**src/rtl/divisor_4b_pkg.sv**
```systemverilog
// divisor_4b_pkg: shared width constant and FSM state encoding for the button divider.
// Rev 1.0
`default_nettype none

package divisor_4b_pkg;

  localparam int W = 4;

  localparam logic [2:0] LOAD_NUM  = 3'd0;
  localparam logic [2:0] LOAD_DEN  = 3'd1;
  localparam logic [2:0] CALC      = 3'd2;
  localparam logic [2:0] SHOW_QUOT = 3'd3;
  localparam logic [2:0] SHOW_REM  = 3'd4;

endpackage

`default_nettype wire

```
**src/rtl/divisor_4b_div_core.sv**
```systemverilog
// div_core: W-cycle unsigned restoring divider, one quotient bit per cycle, MSB first.
// Rev 1.0
`default_nettype none

module div_core #(
  parameter int W = 4
) (
  input  logic         clk,
  input  logic         rst,
  input  logic         start,
  input  logic [W-1:0] dividend,
  input  logic [W-1:0] divisor,
  output logic         done,
  output logic [W-1:0] quotient,
  output logic [W-1:0] remainder
);

  localparam int CW = $clog2(W + 1);

  logic          busy;
  logic [CW-1:0] cnt;
  logic [W-1:0]  rem;
  logic [W-1:0]  dq;
  logic [W-1:0]  dvs;

  logic [W:0]    trial;
  logic [W:0]    diff;
  logic          qbit;
  logic [W-1:0]  rem_next;
  logic [W-1:0]  dq_next;

  // dq starts as the dividend; quotient bits shift in as dividend bits shift out
  always_comb begin
    trial    = {rem, dq[W-1]};
    diff     = trial - {1'b0, dvs};
    qbit     = (trial >= {1'b0, dvs});
    rem_next = qbit ? diff[W-1:0] : trial[W-1:0];
    dq_next  = {dq[W-2:0], qbit};
  end

  // Results are the outcome of the step taking place this cycle; valid while done is high
  assign done      = busy && (cnt == CW'(1));
  assign quotient  = dq_next;
  assign remainder = rem_next;

  always_ff @(posedge clk) begin
    if (rst) begin
      busy <= 1'b0;
      cnt  <= '0;
      rem  <= '0;
      dq   <= '0;
      dvs  <= '0;
    end else if (start) begin
      busy <= 1'b1;
      cnt  <= CW'(W);
      rem  <= '0;
      dq   <= dividend;
      dvs  <= divisor;
    end else if (busy) begin
      rem  <= rem_next;
      dq   <= dq_next;
      cnt  <= cnt - CW'(1);
      if (cnt == CW'(1)) busy <= 1'b0;
    end
  end

endmodule

`default_nettype wire

```
**src/rtl/divisor_4b.sv**
```systemverilog
// divisor_4b: button-driven divider front end (edge detect, FSM, operand registers, display).
// Rev 1.0
`default_nettype none

module divisor_4b #(
  parameter int W = divisor_4b_pkg::W
) (
  input  logic         clk,
  input  logic         rst,
  input  logic         up,
  input  logic         down,
  input  logic         ok,
  output logic [W-1:0] leds
);

  import divisor_4b_pkg::*;

  logic         up_q, down_q, ok_q;
  logic         up_e, down_e, ok_e, inc, dec;
  logic [2:0]   state, state_n;
  logic [W-1:0] num, num_n, den, den_n, quot, quot_n, rem, rem_n, leds_n;
  logic         start, done;
  logic [W-1:0] core_q, core_r;

  function automatic logic [W-1:0] edit(input logic [W-1:0] v, input logic i, input logic d);
    if (i)      return v + W'(1);
    else if (d) return v - W'(1);
    else        return v;
  endfunction

  assign up_e   = up & ~up_q;
  assign down_e = down & ~down_q;
  assign ok_e   = ok & ~ok_q;
  // Simultaneous up and down presses cancel out
  assign inc    = up_e & ~down_e;
  assign dec    = down_e & ~up_e;

  always_comb begin
    state_n = state;
    num_n   = num;
    den_n   = den;
    quot_n  = quot;
    rem_n   = rem;
    start   = 1'b0;
    case (state)
      LOAD_NUM: begin
        num_n = edit(num, inc, dec);
        if (ok_e) begin
          state_n = LOAD_DEN;
          den_n   = '0;
        end
      end
      LOAD_DEN: begin
        den_n = edit(den, inc, dec);
        if (ok_e) begin
          state_n = CALC;
          start   = 1'b1;
        end
      end
      CALC: begin
        if (done) begin
          quot_n  = core_q;
          rem_n   = core_r;
          state_n = SHOW_QUOT;
        end
      end
      SHOW_QUOT: if (ok_e) state_n = SHOW_REM;
      SHOW_REM: begin
        if (ok_e) begin
          state_n = LOAD_NUM;
          num_n   = '0;
          den_n   = '0;
          quot_n  = '0;
          rem_n   = '0;
        end
      end
      default: state_n = LOAD_NUM;
    endcase
  end

  // leds follow the next-state selection so they change on the same edge as the shown register
  always_comb begin
    leds_n = '0;
    case (state_n)
      LOAD_NUM:       leds_n = num_n;
      LOAD_DEN, CALC: leds_n = den_n;
      SHOW_QUOT:      leds_n = quot_n;
      SHOW_REM:       leds_n = rem_n;
      default:        leds_n = '0;
    endcase
  end

  always_ff @(posedge clk) begin
    if (rst) begin
      up_q   <= 1'b0;
      down_q <= 1'b0;
      ok_q   <= 1'b0;
      state  <= LOAD_NUM;
      num    <= '0;
      den    <= '0;
      quot   <= '0;
      rem    <= '0;
      leds   <= '0;
    end else begin
      up_q   <= up;
      down_q <= down;
      ok_q   <= ok;
      state  <= state_n;
      num    <= num_n;
      den    <= den_n;
      quot   <= quot_n;
      rem    <= rem_n;
      leds   <= leds_n;
    end
  end

  div_core #(.W(W)) u_div_core (
    .clk       (clk),
    .rst       (rst),
    .start     (start),
    .dividend  (num),
    .divisor   (den_n),
    .done      (done),
    .quotient  (core_q),
    .remainder (core_r)
  );

endmodule

`default_nettype wire

```
**config.mk**
```make
export PLATFORM = sky130hd
export DESIGN_NAME = divisor_4b
export DESIGN_NICKNAME = d
export VERILOG_FILES = /design/src/rtl/divisor_4b_pkg.sv /design/src/rtl/divisor_4b_div_core.sv /design/src/rtl/divisor_4b.sv
export SDC_FILE = /design/constraint.sdc
export NUM_CORES = 1
export LEC_CHECK = 0
export CAP_MARGIN = 15
export CORE_MARGIN = 1
export CORE_UTILIZATION = 27
export CTS_CLUSTER_SIZE = 28
export DETAILED_ROUTE_END_ITERATION = 10
export PLACE_DENSITY = 0.47
export SKIP_CTS_REPAIR_TIMING = 1
export SLEW_MARGIN = 30
export SYNTH_ARGS = -nofsm -noshare
export SYNTH_HDL_FRONTEND = slang
export SYNTH_SLANG_ARGS = --single-unit
```
**constraint.sdc**
```tcl
create_clock -name clk -period 3.5 [get_ports clk]
set_input_delay 0.35 -clock clk [delete_from_list [all_inputs] [get_ports clk]]
set_output_delay 0.35 -clock clk [all_outputs]
set_load 0.005 [all_outputs]
```
* Yosys cells after proc, flatten, opt, wreduce, memory -nomap -nowiden *
Index checks and enable logic that the tools add are counted.

cells by class
  add/sub/neg operators = 6
  multiply operators = 0
  divide/modulo/power cells = 0
  $lt $le $gt $ge = 1
  eq/ne operators = 9
  shifts and indexed selects = 0
  mux-type cells = 31
  bitwise operators = 10
  reductions and logical operators = 7

operators by type and width
  cell                                               count
  two-way mux 4 bit                                  13
  case mux 4 bit (2 select lines)                    4
  two-way mux 3 bit                                  7
  case mux 4 bit (4 select lines)                    1
  case mux 3 bit (5 select lines)                    1
  == test 3 x 2 -> 1 bit (second input constant)     4
  == test 3 x 1 -> 1 bit (second input constant)     3
  adder 4 x 1 -> 4 bit (second input constant)       2
  subtractor 4 x 1 -> 4 bit (second input constant)  2
  == test 3 bit (second input constant)              2
  zero test 3 bit                                    2
  OR reduction 2 bit                                 3
  AND 1 bit                                          5
  greater-or-equal comparator 5 x 4 -> 1 bit         1
  two-way mux 1 bit                                  5
  inverter 1 bit                                     5
  subtractor 4 bit                                   1
  subtractor 3 x 1 -> 3 bit (second input constant)  1
  nonzero test 2 bit                                 1
  logical AND 1 bit                                  1

word-level totals
  register bits after elaboration = 42
  bits in latches = 0
  memory bits (writable) = 0
  memory bits (read-only) = 0
  bits of input ports = 5
  output and inout port bits = 4
  logic and storage cells = 79
  memories kept = 0

* Logic depth before layout (Yosys ltp) *
Gate-level depths: netlist of run 1.

  word-level depth = 8
  gate-level depth with buffers = 8
  gate-level depth less buffers = 8

* Cells and area by module *
Synthesis of run 1 repeated with hierarchy kept, for this count alone.

second synthesis, totals
  cells, all modules = 297
  area total of the unflattened synthesis = 2492.4 µm²

modules (own cells, without submodules)
  module      instances  cells each  area each (µm²)  seq. area each (µm²)
  divisor_4b  1          192         1565.3           520.5
  div_core    1          105         927.1            320.3

* Worst setup path before layout of run 1 *
No wires, ideal clock.

  path type = reg-to-reg
  from = reg u_div_core.dq[3]
  to = reg leds[2]
  setup time = 0.122 ns
  arrival = 2.038 ns
  data required time = 3.378 ns
  slack = 1.340 ns
  stages on the path, launching flop included = 9
  path buffers = 0
  clock period less this slack = 2.160 ns
  cell sequence = dfxtp_1 inv_1 ha_1 nand2b_1 a211oi_2 o21ai_2 mux2_4 a22o_1 a221o_1

on the way
  cells in the longest elaborated chain, start to end = 5
  elaborated cells between the ends (all ways) = 6
  those cells by class = add/sub: 1; order compare: 1; mux: 4

ends and longest elaborated chain
  what                                                                                   RTL line                                              RTL
  start, declared                                                                        divisor_4b_div_core.sv:23                             logic [W-1:0] dq;
  start signal, assigned                                                                 divisor_4b_div_core.sv:57                             dq <= dividend;
  start signal, assigned                                                                 divisor_4b_div_core.sv:61                             dq <= dq_next;
  subtractor 4 bit / greater-or-equal comparator 5 x 4 -> 1 bit (equally long branches)  divisor_4b_div_core.sv:35, divisor_4b_div_core.sv:36
  two-way mux 4 bit *                                                                    divisor_4b_div_core.sv:37                             rem_next = qbit ? diff[W-1:0] : trial[W-1:0];
  two-way mux 4 bit *                                                                    divisor_4b.sv:61                                      if (done) begin
  case mux 4 bit (2 select lines) *                                                      divisor_4b.sv:45                                      case (state)
  case mux 4 bit (4 select lines) *                                                      divisor_4b.sv:84                                      case (state_n)
  end signal, assigned                                                                   divisor_4b.sv:113                                     leds <= leds_n;
  end, declared                                                                          divisor_4b.sv:13                                      output logic [W-1:0] leds

Mark *: on every way between the ends. The rest lies on a longest branch, timed or not.
A chain may end at the register's enable or synchronous reset.

* Final worst setup path of run 1 *
Same ends and word-level chain as after synthesis.

==> impl_metrics.py, run 1 <==
metrics = {
    "drt": {
        "final_antenna_net_count": 0,
        "viasPerCell": 5.122,
        "wl_um": 5678,
        "vias": 1972,
        "drt_iter0_drc": 177,
        "route.detailed.drc": 0,
        "avgRoutedWirePerCell_um": 14.75,
        "firstDrtPassIters": 5,
    },
    "setup_path": {
        "cp_num_buf_inv": 1,
        "crit_fanout": 5,
        "regToRegStartpoint": "u_div_core.dq[3]",
        "path_cells": "inv_1, ha_1, nand2b_1, a211oi_2, o21ai_2, mux2_4, a22o_1, a221o_1",
        "crit_path_top_delay_cell": "dfxtp_1",
        "critical_path_arrival_ns": 2.53,
        "worstReg2RegEnd": "leds[2]",
        "worstRegToRegCells": 8,
        "endpoint_kind": "flip-flop",
        "cp_slowest_stage_delay_ns": 0.34,
        "critical_path.startpoint_type": "flip-flop",
        "reg2reg_slack_ns": 1.17,
        "critPathKind": "reg2reg",
        "path_delay_family": "compound AO/OA/AOI/OAI gates",
        "cp.depth": 8,
        "required_ns": 3.69,
    },
    "power_and_ir_drop": {
        "peakVddDrop_mv": 0.1562,
        "powerDensity_mw_per_mm2": 423.3,
        "p_leak_nw": 0.9309,
    },
    "sta": {
        "finalWorstSetupSlack_ns": 1.167,
        "slew_headroom_pct": 47.00,
        "rsz0062_at_grt": "no",
        "slew_violations": 0,
        "finalSetupTns_ns": 0,
        "fin_crit_sh_pct": 66.67,
        "worstMarginPinSlew_ns": 0.7938,
        "setup_viol": 0,
        "hold_violations": 0,
        "fin_worst_skew_ns": 0.008599,
        "max_freq_mhz": 428.6,
        "period_needed_ns": 2.333,
    },
    "clocking": {
        "clockBufferDepth": 2,
        "cts_tree": "done",
        "clock-root-buffer": "clkbuf_8",
        "clk_latency_ns": 0.30,
        "cts.sinks": 42,
        "cts.clk_slew.worst_paths_ns": 0.09,
        "numCtsBuffers": 5,
        "htree_levels": 2,
    },
    "synth": {
        "ys_ff_latch": 42,
        "synth_cells": 277,
        "syn_area_per_cell_sq_um": 8.411,
        "async_reset_ff_share_pct": 0,
        "synth_nets": 293,
        "yosysMostFrequentCell": "dfxtp_1",
        "yosys-top-cells-area": "dfxtp_1, nor2_1, ha_1, mux2i_1, inv_1",
        "synth_edf_count": 0,
        "yosysTopAreaCellShare_pct": 36.09,
        "seq_area_frac_synth_pct": 36.09,
        "yosysTopAreaCell": "dfxtp_1",
        "synthesis.area_sq_mm": 0.002330,
        "yosys_warnings": 0,
        "synthFlopType": "dfxtp_1",
        "synth_cell_type_count": 59,
        "yosys-top-cells-count": "dfxtp_1, nor2_1, inv_1",
    },
    "global_routing": {
        "grt_antenna_before_repair": 0,
        "overflow": 0,
        "grt_max_degree": 38,
        "grt_usage_pct": 13.64,
        "grt_pass1_vias": 1779,
        "grt_pass1_wl_um": 9342,
    },
    "layout": {
        "drive_above_1_share_pct": 6.429,
        "num_antenna_cells": 0,
        "nNetsFinal": 295,
        "layout-area-overhead-vs-synth_pct": 11.17,
        "nFillCells": 876,
    },
    "die": {
        "fp.dieArea_sq_mm": 0.009004,
        "io_pins": 9,
        "core_area_sq_mm": 0.008299,
        "die_x_um": 94.89,
        "start_util_pct": 28.07,
        "fp.dieH_um": 94.89,
        "num_rows": 33,
    },
    "hold_path": {
        "worst_hold_startpoint": "quot[0]",
        "min_to": "quot[0]",
        "min_path_cells": 2,
        "hold_path_class": "reg2reg",
    },
    "placed_design": {
        "hpwlAfterDp_um": 4069,
        "pre_cts_ws_ns": 1.097,
        "gp_congestion": 0.7482,
        "portBuffers": 8,
    },
    "run_status": {
        "status": "complete, no violations",
    },
    "job": {
        "drv_cap": 0,
    },
}
## where the power goes
group / internal, mW / switching (mW)
combinational: 0.0997 / 0.118
clock: 0.159 / 0.177
sequential: 0.505 / 0.0376
## state kept, by name (all words and copies together) (netlist names)
register and cells:
state 3, down_q 1, ok_q 1, u_div_core.dvs 4
den 4, quot 4, num 4, u_div_core.busy 1
rem 4, u_div_core.cnt 3, up_q 1, u_div_core.rem 4
u_div_core.dq 4, leds 4
## cell usage in the layout (no fill, tap or decap), types with 9 or more instances in the layout
| cell type | Yosys | final |
|---|---|---|
| a22oi_1 | 9 | 9 |
| ha_1 | 10 | 10 |
| nand2_1 | 16 | 16 |
| mux2i_1 | 9 | 9 |
| dfxtp_1 | 42 | 42 |
| nor2_1 | 36 | 36 |
| a21oi_1 | 12 | 12 |
| inv_1 | 19 | 19 |
| nor3_1 | 14 | 14 |
## how the worst max path moves through the flow
stage	start	endpoint	slack, ns
global placement	up	leds[3]	1.11
detailed placement	up	leds[3]	1.10
CTS	u_div_core.dq[3]	leds[2]	1.15
floorplan	u_div_core.dq[3]	leds[2]	1.34
finish	u_div_core.dq[3]	leds[2]	1.17
global route	u_div_core.dq[3]	leds[2]	1.06
## worst register-to-register path: stages (launching register included)
cell and delay (ns):
dfxtp_1 0.34, inv_1 0.07, ha_1 0.28, nand2b_1 0.16, a211oi_2 0.31, o21ai_2 0.17
mux2_4 0.34, a22o_1 0.23, a221o_1 0.34
## layout make-up
type | instances | area [sq um] | share of cell area (%)
clock buffer | 6 | 82.58 | 3.188
inverter | 19 | 71.32 | 2.754
multi-input combinational | 200 | 1349 | 52.08
tap | 105 | 131.4 | 5.072
timing repair buffer | 11 | 102.6 | 3.961
clock inverter | 2 | 12.51 | 0.4831
sequential | 42 | 840.8 | 32.46
## layer usage
| layer | GRT usage [%] | routed length, um | vias up |
|---|---|---|---|
| met4 | 4.293 | 58 | 0 |
| li1 | - | - | 1005 |
| met5 | 0 | 0 | - |
| met1 | 19.15 | 2945 | 936 |
| met2 | 20.62 | 2516 | 27 |
| met3 | 2.979 | 158 | 4 |
## cells by family after synthesis
| logic type | after synthesis | share of synthesized area, % |
|---|---|---|
| buffers and inverters | 35 | 6.014 |
| and+or+nand+nor | 98 | 20.89 |
| AOI/OAI and AO/OA | 73 | 23.15 |
| muxes | 11 | 4.995 |
| adders and majority gates | 11 | 6.230 |
| DFF | 42 | 36.09 |
| xor gates and xnor gates | 7 | 2.632 |
## stage by stage
stage / hold WS (ns) / util [%] / std cells / power [mW] / instance area, sq um
6_report: 0.4768 / 31.21 / 385 / 1.096 / 2590
5_1_grt: 0.5099 / 31.21 / 385 / 1.161 / 2590
4_1_cts: 0.4823 / 31.21 / 385 / 1.108 / 2590
3_5_place_dp: 0.4710 / 30.06 / 377 / 0.7713 / 2495
3_3_place_gp: 0.4691 / 30.06 / 377 / 0.7763 / 2495
2_1_floorplan: 0.4367 / - / 277 / 0.7098 / 2330
Note: power is estimated with default switching activity, not from simulation.
==> run 2: changes to the inputs <==
==> constraint.sdc (replaced) <==
create_clock -name clk -period 2.3 [get_ports clk]
set_input_delay 0.23 -clock clk [delete_from_list [all_inputs] [get_ports clk]]
set_output_delay 0.23 -clock clk [all_outputs]
set_load 0.005 [all_outputs]
==> impl_metrics.py, run 2 (same netlist as run 1, synthesis figures left out) <==
metrics = {
    "layout": {
        "num_antenna_cells": 0,
        "layout_common_cells": "dfxtp_1, nor2_1, inv_1, buf_4, nand2_1",
        "fin_util_pct": 32.88,
        "nFillCells": 885,
        "stdcell_count": 400,
        "nNetsFinal": 310,
        "final_common_cell": "dfxtp_1",
        "layout-area-overhead-vs-synth_pct": 17.13,
        "drive_above_1_share_pct": 11.53,
    },
    "power_and_ir_drop": {
        "p_sw_mw": 0.5059,
        "p_int_mw": 1.188,
        "powerDensity_mw_per_mm2": 620.7,
        "switching_share_pct": 29.87,
        "combPwrFrac_pct": 22.3,
        "peakVddDrop_mv": 0.2148,
        "clock_power_share_pct": 29.5,
        "power_frac_seq_pct": 48.1,
        "p_leak_nw": 1.016,
    },
    "clocking": {
        "clock-root-buffer": "clkbuf_8",
        "cts.clk_slew.worst_paths_ns": 0.08,
        "cts.sinks": 42,
        "numCtsBuffers": 5,
        "htree_levels": 2,
        "clk_latency_ns": 0.30,
        "cts_tree": "done",
        "clockBufferDepth": 2,
    },
    "placed_design": {
        "hpwlAfterDp_um": 4470,
        "portBuffers": 8,
        "gp_congestion": 0.8088,
        "dp.cells": 392,
    },
    "sta": {
        "setup_viol": 0,
        "fin_worst_skew_ns": 0.01098,
        "period_needed_ns": 2.177,
        "hold_violations": 0,
        "slew_violations": 0,
        "max_freq_mhz": 459.4,
        "worstMarginPinSlew_ns": 0.5225,
        "fin_crit_sh_pct": 94.63,
        "slew_headroom_pct": 65.17,
    },
    "global_routing": {
        "grt_max_degree": 21,
        "grt_pass1_vias": 1933,
        "grt_pass1_wl_um": 9970,
        "overflow": 0,
        "grt_antenna_before_repair": 0,
        "grt_usage_pct": 14.64,
    },
    "job": {
        "drv_cap": 0,
    },
    "setup_path": {
        "required_ns": 2.49,
        "critPathKind": "reg2reg",
        "critical_path_arrival_ns": 2.36,
        "critical_path.startpoint_type": "flip-flop",
        "endpoint_kind": "flip-flop",
        "crit_fanout": 3,
    },
    "die": {
        "start_util_pct": 28.07,
        "die_x_um": 94.89,
        "core_area_sq_mm": 0.008299,
        "io_pins": 9,
        "fp.dieArea_sq_mm": 0.009004,
        "num_rows": 33,
        "fp.dieH_um": 94.89,
    },
    "drt": {
        "avgRoutedWirePerCell_um": 15.12,
        "final_antenna_net_count": 0,
        "drt_iter0_drc": 68,
        "firstDrtPassIters": 5,
        "wl_um": 6048,
        "route.detailed.drc": 0,
        "viasPerCell": 5.075,
        "vias": 2030,
    },
    "hold_path": {
        "hold_path_class": "reg2reg",
    },
    "run_status": {
        "status": "complete, no violations",
    },
}
[run 2: final timing paths]
| check | start | endpoint | slack [ns] | depth (start not counted) |
|---|---|---|---|---|
| max reg2reg | u_div_core.dq[3] | leds[2] | 0.12 | 8 |
| min | quot[0] | quot[0] | 0.47 | 2 |
| max | u_div_core.dq[3] | leds[2] | 0.12 | 8 |
| min reg2reg | quot[0] | quot[0] | 0.47 | 2 |
[run 2: per-stage QoR]
stage	area (sq um)	power [mW]	hold slack, ns	setup TNS [ns]	worst slack [ns]
3_5_place_dp	2620	1.203	0.4541	0	0.05447
3_3_place_gp	2620	1.206	0.4524	0	0.06320
2_1_floorplan	2330	1.080	0.3582	0	0.1397
6_report	2729	1.694	0.4663	0	0.1235
4_1_cts	2711	1.706	0.4666	0	0.02325
5_1_grt	2729	1.803	0.4796	-0.004963	-0.004963
[run 2: routing by layer]
metal | wire length, um | track usage [%]
met1 | 3122 | 20.56
met2 | 2613 | 22.18
met3 | 217 | 2.899
met4 | 95 | 4.924
met5 | 0 | 0
[run 2: worst max-delay path, cell delays in order (launching register included)]
cell      delay (ns)
dfxtp_1         0.32
inv_1           0.08
ha_2            0.28
nand2b_4        0.15
a211oi_4        0.25
o21ai_2         0.11
mux2_4          0.31
a22o_1          0.22
a221o_1         0.34
[run 2: layout make-up]
| class | instances | area [sq um] | area share (%) |
|---|---|---|---|
| sequential | 42 | 840.8 | 30.81 |
| clock inverter | 1 | 5.005 | 0.1834 |
| inverter | 19 | 71.32 | 2.613 |
| multi-input combinational | 200 | 1366 | 50.07 |
| timing repair buffer | 26 | 227.7 | 8.345 |
| clock buffer | 7 | 86.33 | 3.164 |
| tap | 105 | 131.4 | 4.814 |
[run 2: power by group through the flow]
| stage | clock, mW | combinational, mW | sequential [mW] |
|---|---|---|---|
| floorplan | 0 | 0.270 | 0.810 |
| global placement | 0 | 0.373 | 0.832 |
| detailed placement | 0 | 0.370 | 0.833 |
| CTS | 0.518 | 0.373 | 0.816 |
| global route | 0.553 | 0.427 | 0.823 |
| finish | 0.500 | 0.378 | 0.816 |
